### config.mk
export PLATFORM = sky130hd
export DESIGN_NAME = fifo_ctrl
export DESIGN_NICKNAME = d
export VERILOG_FILES = /design/src/rtl/fifo_pkg.sv /design/src/rtl/fifo_ptr.sv /design/src/rtl/fifo_ctrl.sv
export SDC_FILE = /design/constraint.sdc
export NUM_CORES = 1
export LEC_CHECK = 0
export BUFFER_PORTS_ARGS = -buffer_cell sky130_fd_sc_hd__buf_4
export CAP_MARGIN = 10
export CORE_MARGIN = 2
export CORE_UTILIZATION = 25
export CTS_BUF_LIST = sky130_fd_sc_hd__clkbuf_8 sky130_fd_sc_hd__clkbuf_16
export DETAILED_ROUTE_END_ITERATION = 16
export SYNTH_ARGS = -nofsm -noshare
export SYNTH_HDL_FRONTEND = slang
export SYNTH_HIERARCHICAL = 1
export SYNTH_SLANG_ARGS = --single-unit
### constraint.sdc
create_clock -name clk -period 4.5 [get_ports clk]
set_input_delay 0.9 -clock clk [delete_from_list [all_inputs] [get_ports clk]]
set_output_delay 0.9 -clock clk [all_outputs]
set_load 0.05 [all_outputs]
### src/rtl/fifo_pkg.sv
// fifo_pkg: types and helpers shared by the FIFO controller files.
//   fifo_state_e : controller state (SCRUB clears RAM, RUN passes traffic)
//   fifo_depth() : number of RAM words for a given address width
package fifo_pkg;

  typedef enum logic {
    SCRUB = 1'b0,
    RUN   = 1'b1
  } fifo_state_e;

  function automatic int fifo_depth(input int addr_width);
    return 1 << addr_width;
  endfunction

endpackage

### src/rtl/fifo_ptr.sv
// fifo_ptr: W-bit wrapping pointer with synchronous clear and increment.
//   clk   in  clock, rising edge
//   reset in  asynchronous active-high reset, pointer -> 0
//   clr   in  synchronous clear, wins over inc
//   inc   in  advance by one, wrapping modulo 2^W
//   ptr   out current pointer value
module fifo_ptr
  import fifo_pkg::*;
#(
  parameter int W = 9
) (
  input  logic         clk,
  input  logic         reset,
  input  logic         clr,
  input  logic         inc,
  output logic [W-1:0] ptr
);

  always_ff @(posedge clk or posedge reset) begin
    if (reset) begin
      ptr <= '0;
    end else if (clr) begin
      ptr <= '0;
    end else if (inc) begin
      ptr <= ptr + W'(1);
    end
  end

endmodule

### src/rtl/fifo_ctrl.sv
// fifo_ctrl: sequences a dual-port RAM (port 0 write, port 1 read) into a
// first-word-fall-through FIFO with ready/valid handshakes, and zero-fills
// the RAM after reset or flush.
//   clk, reset                : clock, asynchronous active-high reset
//   flush                     : synchronous discard + re-scrub
//   push_valid/ready/data     : write side handshake
//   pop_valid/ready/data      : read side handshake (pop_data = ram_data_1)
//   count, full, empty,
//   almost_full, almost_empty : occupancy and status
//   busy                      : high while scrubbing
//   ram_*_0                   : RAM write port drive
//   ram_*_1                   : RAM read port drive / read data
module fifo_ctrl
  import fifo_pkg::*;
#(
  parameter int DATA_RAM_WIDTH = 8,
  parameter int ADDR_WIDTH     = 8,
  parameter int AF_LEVEL       = fifo_depth(ADDR_WIDTH) - 2,
  parameter int AE_LEVEL       = 2
) (
  input  logic                      clk,
  input  logic                      reset,
  input  logic                      flush,
  input  logic                      push_valid,
  output logic                      push_ready,
  input  logic [DATA_RAM_WIDTH-1:0] push_data,
  output logic                      pop_valid,
  input  logic                      pop_ready,
  output logic [DATA_RAM_WIDTH-1:0] pop_data,
  output logic [ADDR_WIDTH:0]       count,
  output logic                      full,
  output logic                      empty,
  output logic                      almost_full,
  output logic                      almost_empty,
  output logic                      busy,
  output logic [ADDR_WIDTH-1:0]     ram_addr_0,
  output logic                      ram_ce_0,
  output logic                      ram_wr_0,
  output logic [DATA_RAM_WIDTH-1:0] ram_data_0,
  output logic [ADDR_WIDTH-1:0]     ram_addr_1,
  output logic                      ram_ce_1,
  output logic                      ram_wr_1,
  input  logic [DATA_RAM_WIDTH-1:0] ram_data_1
);

  localparam int PW = ADDR_WIDTH + 1;
  localparam logic [PW-1:0] AF_THR = PW'(AF_LEVEL);
  localparam logic [PW-1:0] AE_THR = PW'(AE_LEVEL);

  fifo_state_e           state;
  logic [ADDR_WIDTH-1:0] scrub_addr;
  logic [PW-1:0]         wr_ptr;
  logic [PW-1:0]         rd_ptr;
  logic                  run;
  logic                  push_fire;
  logic                  pop_fire;

  // Scrub walks every address once, then hands over to normal traffic.
  always_ff @(posedge clk or posedge reset) begin
    if (reset) begin
      state      <= SCRUB;
      scrub_addr <= '0;
    end else if (flush) begin
      state      <= SCRUB;
      scrub_addr <= '0;
    end else begin
      case (state)
        SCRUB: begin
          scrub_addr <= scrub_addr + ADDR_WIDTH'(1);
          if (&scrub_addr) begin
            state <= RUN;
          end
        end
        default: state <= RUN;
      endcase
    end
  end

  assign run = (state == RUN);

  // flush outranks both handshakes, so a coinciding push never touches the RAM.
  assign push_fire = push_valid && push_ready && !flush;
  assign pop_fire  = pop_valid && pop_ready && !flush;

  fifo_ptr #(.W(PW)) u_wr_ptr (
    .clk   (clk),
    .reset (reset),
    .clr   (flush),
    .inc   (push_fire),
    .ptr   (wr_ptr)
  );

  fifo_ptr #(.W(PW)) u_rd_ptr (
    .clk   (clk),
    .reset (reset),
    .clr   (flush),
    .inc   (pop_fire),
    .ptr   (rd_ptr)
  );

  // Status derived purely from the pointers; the MSB disambiguates full/empty.
  assign empty        = (wr_ptr == rd_ptr);
  assign full         = (wr_ptr[ADDR_WIDTH-1:0] == rd_ptr[ADDR_WIDTH-1:0]) &&
                        (wr_ptr[ADDR_WIDTH] != rd_ptr[ADDR_WIDTH]);
  assign count        = wr_ptr - rd_ptr;
  assign almost_full  = (count >= AF_THR);
  assign almost_empty = (count <= AE_THR);
  assign busy         = !run;

  assign push_ready = run && !full;
  assign pop_valid  = run && !empty;

  assign ram_wr_0   = 1'b1;
  assign ram_addr_0 = run ? wr_ptr[ADDR_WIDTH-1:0] : scrub_addr;
  assign ram_ce_0   = !run || push_fire;
  assign ram_data_0 = run ? push_data : '0;

  // The read port only refreshes on address/enable changes, so the enable
  // must drop while empty; its rise then fetches the first word.
  assign ram_wr_1   = 1'b0;
  assign ram_addr_1 = rd_ptr[ADDR_WIDTH-1:0];
  assign ram_ce_1   = run && !empty;
  assign pop_data   = ram_data_1;

endmodule
==> After elaboration in Yosys (flattened, before gate mapping) <==
Cells that the tools add are included.
Widths: inputs -> output; s select.
{ "word_totals": {"regBits": 27, "inputBits": 21, "output_inout_bits": 52, "wordCells": 40} }
{ "classes": {"addsub": 4, "order_cmp": 2, "eq_ne": 4, "muxes": 11, "reduce_logical": 15} }
{ "op_table": {"columns": ["cell", "n"], "rows": [
  ["$mux 9", 4],
  ["$mux 8", 4],
  ["$add 9x1->9 const B", 2],
  ["$eq 9x9->1", 1],
  ["$ge 9x8->1 const B", 1],
  ["$le 9x2->1 const B", 1],
  ["$sub 9x9->9", 1],
  ["$add 8x1->8 const B", 1],
  ["$eq 8x8->1", 1],
  ["$reduce_and 8->1", 1],
  ["$logic_and 1x1->1", 7],
  ["$logic_not 1->1", 4],
  ["$reduce_bool 2->1", 2],
  ["$mux 1", 3],
  ["$ne 2x2->1 const B", 1],
  ["$logic_or 1x1->1", 1],
  ["$ne 1x1->1", 1]
]} }

==> Logic depth before layout (Yosys ltp) <==
{ "logic_depth": {"depth_word": 8, "depth_mapped": 11, "ltp_nobuf": 10} }

==> By module <==
Netlist, hierarchy kept.
{ "modules_own_cells": {"columns": ["mod", "instances", "cells_each", "area_each_um2"], "rows": [
  ["fifo_ctrl", 1, 145, 1154.9],
  ["fifo_ptr", 2, 44, 449.2]
]} }

==> Least setup slack after synthesis <==
OpenSTA, ideal clock, no wires.
{ "synth_path": {"path_type": "reg2out", "from": "reg u_rd_ptr.ptr[0]", "to": "out almost_empty", "t_arrival_ns": 3.715, "required_time_ns": 3.600, "slack_ns": -0.115, "path_stages_with_launch": 9, "cell_sequence": "dfrtp_1 ha_1 inv_1 fa_1 a21o_1 a221oi_2 xnor2_1 or4b_1 nor4_2"} }
{ "synth_via": {"elab_chain_len": 2} }
{ "synth_rtl": {"columns": ["element", "line_no", "text"], "rows": [
  ["start, declared", "fifo_ptr.sv:16", "output logic [W-1:0] ptr"],
  ["start signal, assigned", "fifo_ptr.sv:25", "ptr <= ptr + W'(1);"],
  ["$sub 9x9->9", "fifo_ctrl.sv:105", "assign count = wr_ptr - rd_ptr;"],
  ["named net count[6]", "fifo_ctrl.sv:30", "output logic [ADDR_WIDTH:0] count,"],
  ["$le 9x2->1", "fifo_ctrl.sv:107", "assign almost_empty = (count <= AE_THR);"],
  ["end, declared", "fifo_ctrl.sv:34", "output logic almost_empty,"]
]} }
The timed path passes the listed nets, and every way through them passes these cells.

==> Worst setup path after layout <==
{ "layout_path": {"from": "reg u_wr_ptr.ptr[0]", "to": "out almost_empty"} }
{ "layout_via": {"elab_chain_len": 2} }
{ "layout_rtl": {"columns": ["element", "line_no"], "rows": [
  ["start, declared", "fifo_ptr.sv:16"],
  ["start signal, assigned", "fifo_ptr.sv:25"],
  ["$sub 9x9->9", "fifo_ctrl.sv:105"],
  ["$le 9x2->1", "fifo_ctrl.sv:107"]
]} }
Every way passes these cells.

==> impl_results.md <==
- Outcome: finished, final reports clean
- Hold Startpoint: scrub_addr[3]
- CP peak stage delay: 570 ps
- Arrival @ worst endpoint: ~3000 ps
- Routing usage on met1: 0.139
- RSZ-0062 raised after global routing: no
- DRT antenna net count: 0
- Hold Crit Class: reg -> reg
- Fillers: ~880
- CTS resizes: 0
- CTS tree: yes
- Clock insertion delay at the later pin of the skew report: 280 ps
- Crit path top cell by count: inv_1
- Die Area: between 8000 and 9000 um2
- Crit path time final: 3960 ps
- Max Clk Rate: 253 MHz
- Residual DRC: 0
- Number of nets in the layout: slightly above 300
- Core footprint: 8090 um2
- Number of global-route vias before repair: 1733
- Startpoint types: register
- Final std cells w/o fill: between 300 and 400
- Setup Fix Bufs, Post-CTS: 0
- DR vias: between 1500 and 2000
- Longest Clk Path Bufs: 2
- #FFs+latches synth: 27
- Synth Instances: 233
- Dpl cells: 375
- Starting DRT DRC Count: 102
- TNS Setup: 0 ps
- Setup WS post-layout: 542 ps
- Number of synthesized flops with an enable pin: 0
- Starting density of the core: 0.254
- Setup slack, reg-to-reg: 1580 ps
- Core Rows: 33
- CP required: 3600 ps
- Number of antenna diodes: 0
- Max Cap Viol: 0
- CP top delay family: simple AND/OR/NAND/NOR gates
- Largest net degree at the start of global routing: 35
- Ys Warns: 6
- Layout cells sized above 1: 0.274
- Routability-driven placement congestion ratio: 0.848
- Routed wire length: 4910 um
- Worst Hold Depth: 2
- Worst-path cell with the longest stage delay: or4b_1
- Met2 GRT Util: 0.198
- Slew @ Worst Pin: roughly 810 ps
- CP bufs+invs: 3
- Synth Flop Type: dfrtp_1
- Worst R2R End: u_wr_ptr/ptr[7]
- Final Hold Violating Endpoints: 0
- Most Crowded Layer GR: met2
- DR vias/cell: 4.72
- CP startpoint: u_wr_ptr/ptr[0]
- Die Ht: 94.6 um
- Final Util: 0.313
- Port bufs: 54
- Syn_nets: 266
- P_leak: 1.20 nW
- Drt first pass iters: 4
- Number of H-tree levels: 1
- Power per cell area: 170 nW/um2
- R2r worst-path depth: 10
- # IOs: 73
- Final worst path period share: 0.880
- Sink Count: 27
- Asr flop ratio synth: 1.00
- GRT overflow: 0
- Hold buffers post-CTS: 0
- VDD IR max: ~0.11 mV
- Initial antenna violation count: 0
- Power Total: between 400 and 500 uW
- First-pass GRT wire length: 8050 um
- CP max FO: 6
- Cell area after technology mapping: a little over 2000 um2
- Final setup viols: 0
- Avg Cell Area, Syn: approximately 9 um2
- Final Slew Violations: 0
- Syn-to-layout area delta: 23.5%
- Register area share after synthesis: 0.329
- Place WS: 850 ps
- Root Buffer: clkbuf_8
- Total GRT Usage: 0.112
- Critical-path cell list: inv_1 -> ha_1 -> inv_1 -> fa_1 -> a21o_1 -> a221oi_2 -> xnor2_1 -> or4b_1 -> nor4_4 -> buf_4
- TritonCTS Buffers: 3
- Crit. End Element: output port
- Clk slew on worst S/H paths: roughly 100 ps
- Die width: 94.6 um
- Kind of critical path: reg -> out
- Clock skew: about 13 ps
- DP HPWL: 3880 um
- WHS Endpoint: scrub_addr[3]
- Worst relative slew slack: 0.453
- Yosys cell types: 45
- Worst reg2reg path startpoint: u_rd_ptr/ptr[4]
- Routed len/inst: about 13 um
- Met3 usage: 0.0160
-- layout make-up --
type                       instances  area, um2  area share
multi-input combinational        167       1190       0.469
sequential                        27        676       0.266
timing repair buffer              55        413       0.163
tap                              105        131      0.0518
inverter                          21       78.8      0.0311
clock buffer                       3       41.3      0.0163
clock inverter                     1       7.51     0.00296
-- power by group --
part,internal [mW],total (mW),switching (mW)
logic,0.0141,0.0408,0.0267
registers,0.245,0.248,0.00338
clock network,0.0629,0.143,0.0803
-- metrics by stage --
step                      hold slack [ps]  instance area (um2)
after floorplan                       519                 2060
after global placement                549                 2490
after detailed placement              557                 2490
after CTS                             585                 2540
after global routing                  619                 2540
final                                 582                 2540
-- cells in the mapped netlist (7+ instances only) --
cell | count | area (um2)
xor2_1 | 9 | 78.8
buf_4 | 13 | 97.6
and2_1 | 8 | 50.1
nand4_1 | 7 | 43.8
or3_1 | 7 | 43.8
inv_1 | 21 | 78.8
nand2_1 | 11 | 41.3
xnor2_1 | 9 | 78.8
nor2_1 | 17 | 63.8
ha_1 | 11 | 138
a21oi_1 | 16 | 80.1
dfrtp_1 | 27 | 676
o21ai_0 | 11 | 55.1
-- registers in the layout, summed over array words and instances (netlist names) --
signal,count
u_rd_ptr/ptr,9
run,1
scrub_addr,8
u_wr_ptr/ptr,9
-- worst max-delay path by stage --
stage	cells past startpoint	slack, ps	to
floorplan	8	170	almost_empty
global placement	10	940	almost_empty
detailed placement	10	850	almost_empty
CTS	10	540	almost_empty
global route	10	390	almost_empty
finish	10	540	almost_empty
-- placed cells by master, fill, tap and decap left out, types with 2 or more instances in the layout --
master,count
nor3_1,4
and2_1,8
ha_1,11
nand3_1,6
o21ai_0,11
or4_1,4
dfrtp_1,27
xor2_1,9
nand2_1,11
or3_1,7
conb_1,2
clkbuf_8,3
nor2b_1,4
o31ai_1,4
mux2_2,6
nor2_1,17
and3_2,2
xnor2_1,9
nand4_1,7
o2111ai_2,2
a21o_1,3
buf_4,55
nand3_2,2
inv_1,21
o21ai_1,2
a21oi_1,16
mux2i_1,4
-- tightest hold or removal path, delay by kind of cell (launching register included) --
family | cells | cell delay (ps)
XOR/XNOR | 1 | 80
flip-flops | 1 | 400
AND/OR/NAND/NOR | 1 | 80
-- logic make-up after synthesis --
logic type | after synthesis | share of synthesized area
multiplexers | 10 | 0.0524
AND/OR/NAND/NOR | 79 | 0.216
buffers and inverters | 39 | 0.0963
XOR/XNOR | 18 | 0.0768
adder cells (fa/ha/maj) | 12 | 0.0768
flip-flops | 27 | 0.329
AO/OA/AOI/OAI | 46 | 0.149
other | 2 | 0.00366
-- routing by layer --
layer,vias up,share of wire
li1,889,-
met1,850,0.44
met2,46,0.50
met3,4,0.045
met4,0,0.013
met5,-,0
Note: power is estimated with default switching activity, not from simulation.
